--- src/rtl/uart_pkg.sv ---
// Shared UART definitions: receiver states, baud/parity encodings, error bit
// positions and the baud divider calculation used by both directions.
package uart_pkg;

    typedef enum logic [2:0] {IDLE, START, DATA, PARITY, STOP} rx_state_t;

    localparam logic [1:0] BAUD_2400  = 2'b00;
    localparam logic [1:0] BAUD_4800  = 2'b01;
    localparam logic [1:0] BAUD_9600  = 2'b10;
    localparam logic [1:0] BAUD_19200 = 2'b11;

    localparam logic [1:0] PAR_NONE = 2'b00;
    localparam logic [1:0] PAR_ODD  = 2'b01;
    localparam logic [1:0] PAR_EVEN = 2'b10;

    localparam int PERR_BIT      = 0;
    localparam int START_ERR_BIT = 1;
    localparam int STOP_ERR_BIT  = 2;

    // Clocks per 16x oversample tick, truncated.
    function automatic int baud_div(input int clk_freq, input logic [1:0] code);
        case (code)
            BAUD_2400: return clk_freq / (2400 * 16);
            BAUD_4800: return clk_freq / (4800 * 16);
            BAUD_9600: return clk_freq / (9600 * 16);
            default:   return clk_freq / (19200 * 16);
        endcase
    endfunction

endpackage

--- src/rtl/uart_rx_fifo.sv ---
// Synchronous show-ahead FIFO of {serr, perr, data} entries; a push while full
// is accepted only when a pop frees the head slot in the same cycle.
module uart_rx_fifo #(
    parameter int DEPTH = 8,
    parameter int CW    = $clog2(DEPTH) + 1
) (
    input  logic          clock,
    input  logic          reset_n,
    input  logic          push,
    input  logic          pop,
    input  logic [9:0]    wdata,
    output logic [9:0]    rdata,
    output logic          empty,
    output logic          full,
    output logic [CW-1:0] count
);
    localparam int AW = $clog2(DEPTH);

    logic [9:0]    mem [DEPTH];
    logic [AW-1:0] wptr, rptr;
    logic          do_push, do_pop;

    assign empty   = (count == '0);
    assign full    = (count == CW'(DEPTH));
    assign do_pop  = pop & ~empty;
    assign do_push = push & (~full | do_pop);
    assign rdata   = empty ? '0 : mem[rptr];

    always_ff @(posedge clock) begin
        if (do_push) mem[wptr] <= wdata;
    end

    always_ff @(posedge clock or negedge reset_n) begin
        if (!reset_n) begin
            wptr  <= '0;
            rptr  <= '0;
            count <= '0;
        end else begin
            if (do_push) wptr <= wptr + 1'b1;
            if (do_pop)  rptr <= rptr + 1'b1;
            count <= count + CW'(do_push) - CW'(do_pop);
        end
    end

endmodule

--- src/rtl/uart_rx_path.sv ---
// UART receive path: 2-flop synchronizer, 16x oversampling deframer with
// parity/stop checking, sticky status flags and a show-ahead RX FIFO.
module uart_rx_path
    import uart_pkg::*;
#(
    parameter int CLK_FREQ = 50_000_000,
    parameter int DEPTH    = 8,
    parameter int CW       = $clog2(DEPTH) + 1
) (
    input  logic          clock,
    input  logic          reset_n,
    input  logic          rx,
    input  logic [1:0]    baud_rate,
    input  logic [1:0]    parity_type,
    input  logic          rx_pop,
    input  logic          clr_status,
    output logic [7:0]    rx_data,
    output logic [1:0]    rx_err,
    output logic          rx_valid,
    output logic          rx_full,
    output logic [CW-1:0] rx_count,
    output logic          rx_active_flag,
    output logic          rx_done_flag,
    output logic [2:0]    error_flag,
    output logic          overrun_flag
);
    localparam int DIV0 = baud_div(CLK_FREQ, BAUD_2400);
    localparam int DIV1 = baud_div(CLK_FREQ, BAUD_4800);
    localparam int DIV2 = baud_div(CLK_FREQ, BAUD_9600);
    localparam int DIV3 = baud_div(CLK_FREQ, BAUD_19200);
    localparam int TW   = $clog2(DIV0 + 1);

    logic          rx_m, rx_s;
    rx_state_t     state, state_n;
    logic [3:0]    sc;
    logic [2:0]    idx;
    logic [7:0]    shreg;
    logic          perr, par_en, par_bad, smp, push, start_err;
    logic [1:0]    baud_q, par_q;
    logic [TW-1:0] tcnt, div_m1;
    logic          tick, fifo_empty;
    logic [2:0]    err_set;
    logic [9:0]    rdata;

    always_ff @(posedge clock or negedge reset_n) begin
        if (!reset_n) {rx_m, rx_s} <= 2'b11;
        else          {rx_m, rx_s} <= {rx, rx_m};
    end

    always_comb begin
        case (baud_q)
            BAUD_2400: div_m1 = TW'(DIV0 - 1);
            BAUD_4800: div_m1 = TW'(DIV1 - 1);
            BAUD_9600: div_m1 = TW'(DIV2 - 1);
            default:   div_m1 = TW'(DIV3 - 1);
        endcase
    end

    assign tick    = (tcnt == div_m1);
    assign smp     = tick && (sc == 4'd15);
    assign par_en  = (par_q == PAR_ODD) || (par_q == PAR_EVEN);
    // Odd parity wants an odd count of ones across data + parity bit.
    assign par_bad = (par_q == PAR_ODD) ? ~^{shreg, rx_s} : ^{shreg, rx_s};

    always_ff @(posedge clock or negedge reset_n) begin
        if (!reset_n) state <= IDLE;
        else          state <= state_n;
    end

    always_comb begin
        state_n   = state;
        push      = 1'b0;
        start_err = 1'b0;
        case (state)
            IDLE:   if (!rx_s) state_n = START;
            START:  if (tick && sc == 4'd7) begin
                        if (rx_s) begin
                            start_err = 1'b1;
                            state_n   = IDLE;
                        end else begin
                            state_n   = DATA;
                        end
                    end
            DATA:   if (smp && idx == 3'd7) state_n = par_en ? PARITY : STOP;
            PARITY: if (smp) state_n = STOP;
            STOP:   if (smp) begin
                        push    = 1'b1;
                        state_n = IDLE;
                    end
            default: state_n = IDLE;
        endcase
        err_set                = '0;
        err_set[PERR_BIT]      = push & perr;
        err_set[START_ERR_BIT] = start_err;
        err_set[STOP_ERR_BIT]  = push & ~rx_s;
    end

    always_ff @(posedge clock or negedge reset_n) begin
        if (!reset_n) begin
            tcnt         <= '0;
            sc           <= '0;
            idx          <= '0;
            shreg        <= '0;
            perr         <= 1'b0;
            baud_q       <= BAUD_2400;
            par_q        <= PAR_NONE;
            rx_done_flag <= 1'b0;
            error_flag   <= '0;
            overrun_flag <= 1'b0;
        end else begin
            // Realign the oversample phase to the falling edge of the start bit.
            if ((state == IDLE && !rx_s) || tick) tcnt <= '0;
            else                                  tcnt <= tcnt + 1'b1;

            if (state == IDLE) sc <= '0;
            else if (tick)     sc <= (state == START && sc == 4'd7) ? 4'd0 : sc + 4'd1;

            if (state != DATA) idx <= '0;
            else if (smp)      idx <= idx + 3'd1;

            if (state == DATA && smp) shreg <= {rx_s, shreg[7:1]};

            if (state == START)                 perr <= 1'b0;
            else if (state == PARITY && smp)    perr <= par_bad;

            if (state == IDLE && !rx_s) begin
                baud_q <= baud_rate;
                par_q  <= parity_type;
            end

            rx_done_flag <= push;
            error_flag   <= (clr_status ? 3'b000 : error_flag) | err_set;
            overrun_flag <= (clr_status ? 1'b0 : overrun_flag) | (push & rx_full & ~rx_pop);
        end
    end

    uart_rx_fifo #(.DEPTH(DEPTH), .CW(CW)) u_fifo (
        .clock   (clock),
        .reset_n (reset_n),
        .push    (push),
        .pop     (rx_pop),
        .wdata   ({~rx_s, perr, shreg}),
        .rdata   (rdata),
        .empty   (fifo_empty),
        .full    (rx_full),
        .count   (rx_count)
    );

    assign rx_data        = rdata[7:0];
    assign rx_err         = rdata[9:8];
    assign rx_valid       = ~fifo_empty;
    assign rx_active_flag = (state != IDLE);

endmodule
--- config.mk ---
export PLATFORM = sky130hd
export DESIGN_NAME = uart_rx_path
export DESIGN_NICKNAME = d
export VERILOG_FILES = /design/src/rtl/uart_pkg.sv /design/src/rtl/uart_rx_fifo.sv /design/src/rtl/uart_rx_path.sv
export SDC_FILE = /design/constraint.sdc
export NUM_CORES = 1
export LEC_CHECK = 0
export CAP_MARGIN = 15
export CORE_UTILIZATION = 47
export DETAILED_ROUTE_END_ITERATION = 8
export PLACE_DENSITY = 0.67
export SLEW_MARGIN = 10
export SYNTH_ARGS = -nofsm -noshare
export SYNTH_HDL_FRONTEND = slang
export SYNTH_SLANG_ARGS = --single-unit
--- constraint.sdc ---
create_clock -name clock -period 7.2 [get_ports clock]
set_input_delay 1.44 -clock clock [delete_from_list [all_inputs] [get_ports clock]]
set_output_delay 1.44 -clock clock [all_outputs]
set_load 0.02 [all_outputs]
==> flow_summary.yaml <==
power_and_ir_drop:
  power.leakage_nw: 2.80
  ir_worst_vdd_mv: 0.169
  powerDensity_nw_per_um2: 310
timing:
  setup_violations: 0
  max_freq_mhz: 237
  fin_tns_setup_ps: 0
  holdWs_ps: 358
  fin_ws_ps: 2980
  relSlewSlack: 0.297
  rsz0062_at_grt: "no"
  finalCritPeriodShare: 0.586
  period_minus_slack_ps: 4220
  finClkSkew_ps: 15.8
  hold_violations: 0
  worstMarginPinSlew_ps: 1050
  slew_violations: 0
place:
  io_buffers: 30
  dp_slack_ps: 3210
  dp_hpwl_um: 6810
  place_congestion: 0.772
global_route:
  grt_usage: 0.183
  grt_pass1_vias: 3285
  grt_max_degree: 52
  grt_pass1_wl_um: 16800
  antenna_found_initial: 0
  grt_overflow: 0
critical_path:
  r2r_slack_ps: 3210
  arrival_ps: 2780
  path_buf_inv: 2
  crit_fanout: 14
  required_ps: 5760
  crit_chain: "buf_4 > mux4_2 > mux2i_1 > nor2_1 > clkdlybuf4s50_1"
  crit_type: "reg2out"
  crit_family: "buffers and inverters"
  start_kind: "register"
  cpMaxStageDelayCell: "dfrtp_1"
  cp_slowest_stage_delay_ps: 640
  end_kind: "output pin"
clock_tree:
  clk_pin_slew_worst_paths_ps: 60
  clockBufferDepth: 2
  htree_levels: 4
  cts.sinks: 131
  cts_tree: "built"
  clkLatencyLatePin_ps: 420
  cts_buffers: 17
  cts_resized: 0
  cts_hold_buffers: 0
  cts-root-buf: "clkbuf_16"
  cts_post_setup_buffers_inserted: 0
floorplan:
  die_y_um: 112
  coreArea_um2: 11600
  die_w_um: 112
  die-area_um2: 12500
  row_count: 39
  initial_utilization: 0.489
  io_pins: 31
final_layout:
  nNetsFinal: 447
  ff_latch_area_um2: 3680
  area_growth_pct: 18.5
  antennaDiodeCount: 0
  layout-drive-gt1-share: 0.176
  multi_input_area_um2: 1860
  fillerInstances: 886
  final_util: 0.579
synth:
  synth.distinct_cells: 46
  ys_ff_latch: 131
  synthCells: 376
  synth_edf_count: 80
  async_reset_ff_frac: 0.389
  synth_ff_type: "edfxtp_1"
  syn-cell-area_um2: 5650
  yosysSeqAreaShare: 0.651
  syn_area_per_cell_um2: 15.0
  synth_warnings: 0
  synth_fp_nets: 403
run_status:
  outcome: "finished with violations"
  violations: "design-rule violations"
job:
  cap_violations: 0
drt:
  drc: 4
  drt-total-wl_um: 10400
  antenna_left: 0
  drtPass1Iterations: 6
  num_vias: 3147
  drt-initial-drc-count: 185
  wl_per_cell_um: 18.1
  viasPerCell: 5.46
min_path:
  hold_class: "reg2reg"
[Yosys cell counts, types with 3 or more instances]
library cell | n | area (µm²)
xor2_1 | 12 | 105
nand2_1 | 16 | 60.1
nand3_1 | 13 | 65.1
o21ai_0 | 8 | 40.0
dfrtp_1 | 49 | 1230
mux4_2 | 20 | 450
mux2_2 | 10 | 113
nor3_1 | 5 | 25.0
buf_1 | 3 | 11.3
nand4_1 | 4 | 25.0
xnor2_1 | 15 | 131
mux2i_1 | 11 | 110
clkbuf_1 | 7 | 26.3
nor3b_1 | 3 | 22.5
a21oi_1 | 7 | 35.0
inv_1 | 19 | 71.3
ha_1 | 17 | 213
edfxtp_1 | 80 | 2400
nor2_1 | 34 | 128
nand2b_1 | 7 | 43.8
[where the power goes]
part / switching, mW / internal, mW
Sequential: 0.107 / 0.840
Clock: 0.323 / 0.477
Combinational: 0.151 / 0.180
[path summary, 6_finish.rpt]
path	startpoint	endpoint	depth (start not counted)
worst max-delay path	u_fifo.rptr[0]	rx_data[7]	5
worst min-delay path	rx_m	rx_s	0
worst max register to register	baud_q[0]	u_fifo.mem[2][1]	6
worst min register to register	rx_m	rx_s	0
max in group asynchronous	reset_n	tcnt[2]	2
min in group asynchronous	reset_n	sc[0]	2
[sequential cells by signal, indices dropped and copies added, names as in the netlist, 3 cells and up]
name / count
u_fifo.mem: 80
tcnt: 11
shreg: 8
sc: 4
u_fifo.count: 4
error_flag: 3
idx: 3
state: 3
u_fifo.rptr: 3
u_fifo.wptr: 3
[kinds of logic after synthesis]
group | Yosys count | synth area share
AND/OR/NAND/NOR | 103 | 0.0934
XOR/XNOR | 28 | 0.0458
flip-flops | 131 | 0.651
adder cells (fa/ha/maj) | 18 | 0.0412
buffers and inverters | 31 | 0.0210
AO/OA/AOI/OAI | 23 | 0.0266
multiplexers | 42 | 0.121
[layout by cell type (no fill, tap or decap), drive strengths merged, types with 2 or more instances in the layout]
| cell type | instances |
|---|---|
| a22o | 2 |
| clkinvlp | 3 |
| nor3 | 5 |
| a21o | 2 |
| xnor2 | 15 |
| edfxtp | 80 |
| ha | 17 |
| or3 | 2 |
| mux2 | 11 |
| o21ai | 8 |
| nand2 | 16 |
| clkdlybuf4s50 | 29 |
| and3 | 3 |
| mux2i | 11 |
| dfrtp | 49 |
| buf | 8 |
| nand4 | 4 |
| xor2 | 12 |
| mux4 | 20 |
| clkinv | 7 |
| nand3b | 2 |
| or4 | 2 |
| a21oi | 7 |
| nor2b | 2 |
| nor2 | 34 |
| and2 | 2 |
| nand3 | 14 |
| clkbuf | 17 |
| nand2b | 7 |
| dfstp | 2 |
| nor3b | 3 |
| inv | 23 |
[layout make-up]
type                    count  share of cell area
clock buffers              17              0.0635
clock inverters            15              0.0200
inverters                  19              0.0106
multi-input cells         214               0.278
flip-flops and latches    131               0.550
well taps                 143              0.0267
repair buffers             37              0.0519
[metrics by stage]
| step | total power [mW] | cell area [µm²] | instances |
|---|---|---|---|
| after CTS | 2.10 | 6700 | 576 |
| after detailed placement | 1.30 | 6140 | 544 |
| after floorplan | 1.18 | 5650 | 376 |
| after global placement | 1.29 | 6140 | 544 |
| after global routing | 2.18 | 6700 | 576 |
| final | 2.08 | 6700 | 576 |
[metal layers]
metal,share of wire,vias up,global-route usage
li1,-,1469,-
met1,0.43,1611,0.220
met2,0.53,62,0.307
met3,0.032,5,0.0490
met4,0.0080,0,0.0874
met5,0,-,0
Power figures use the tool's default switching activity.
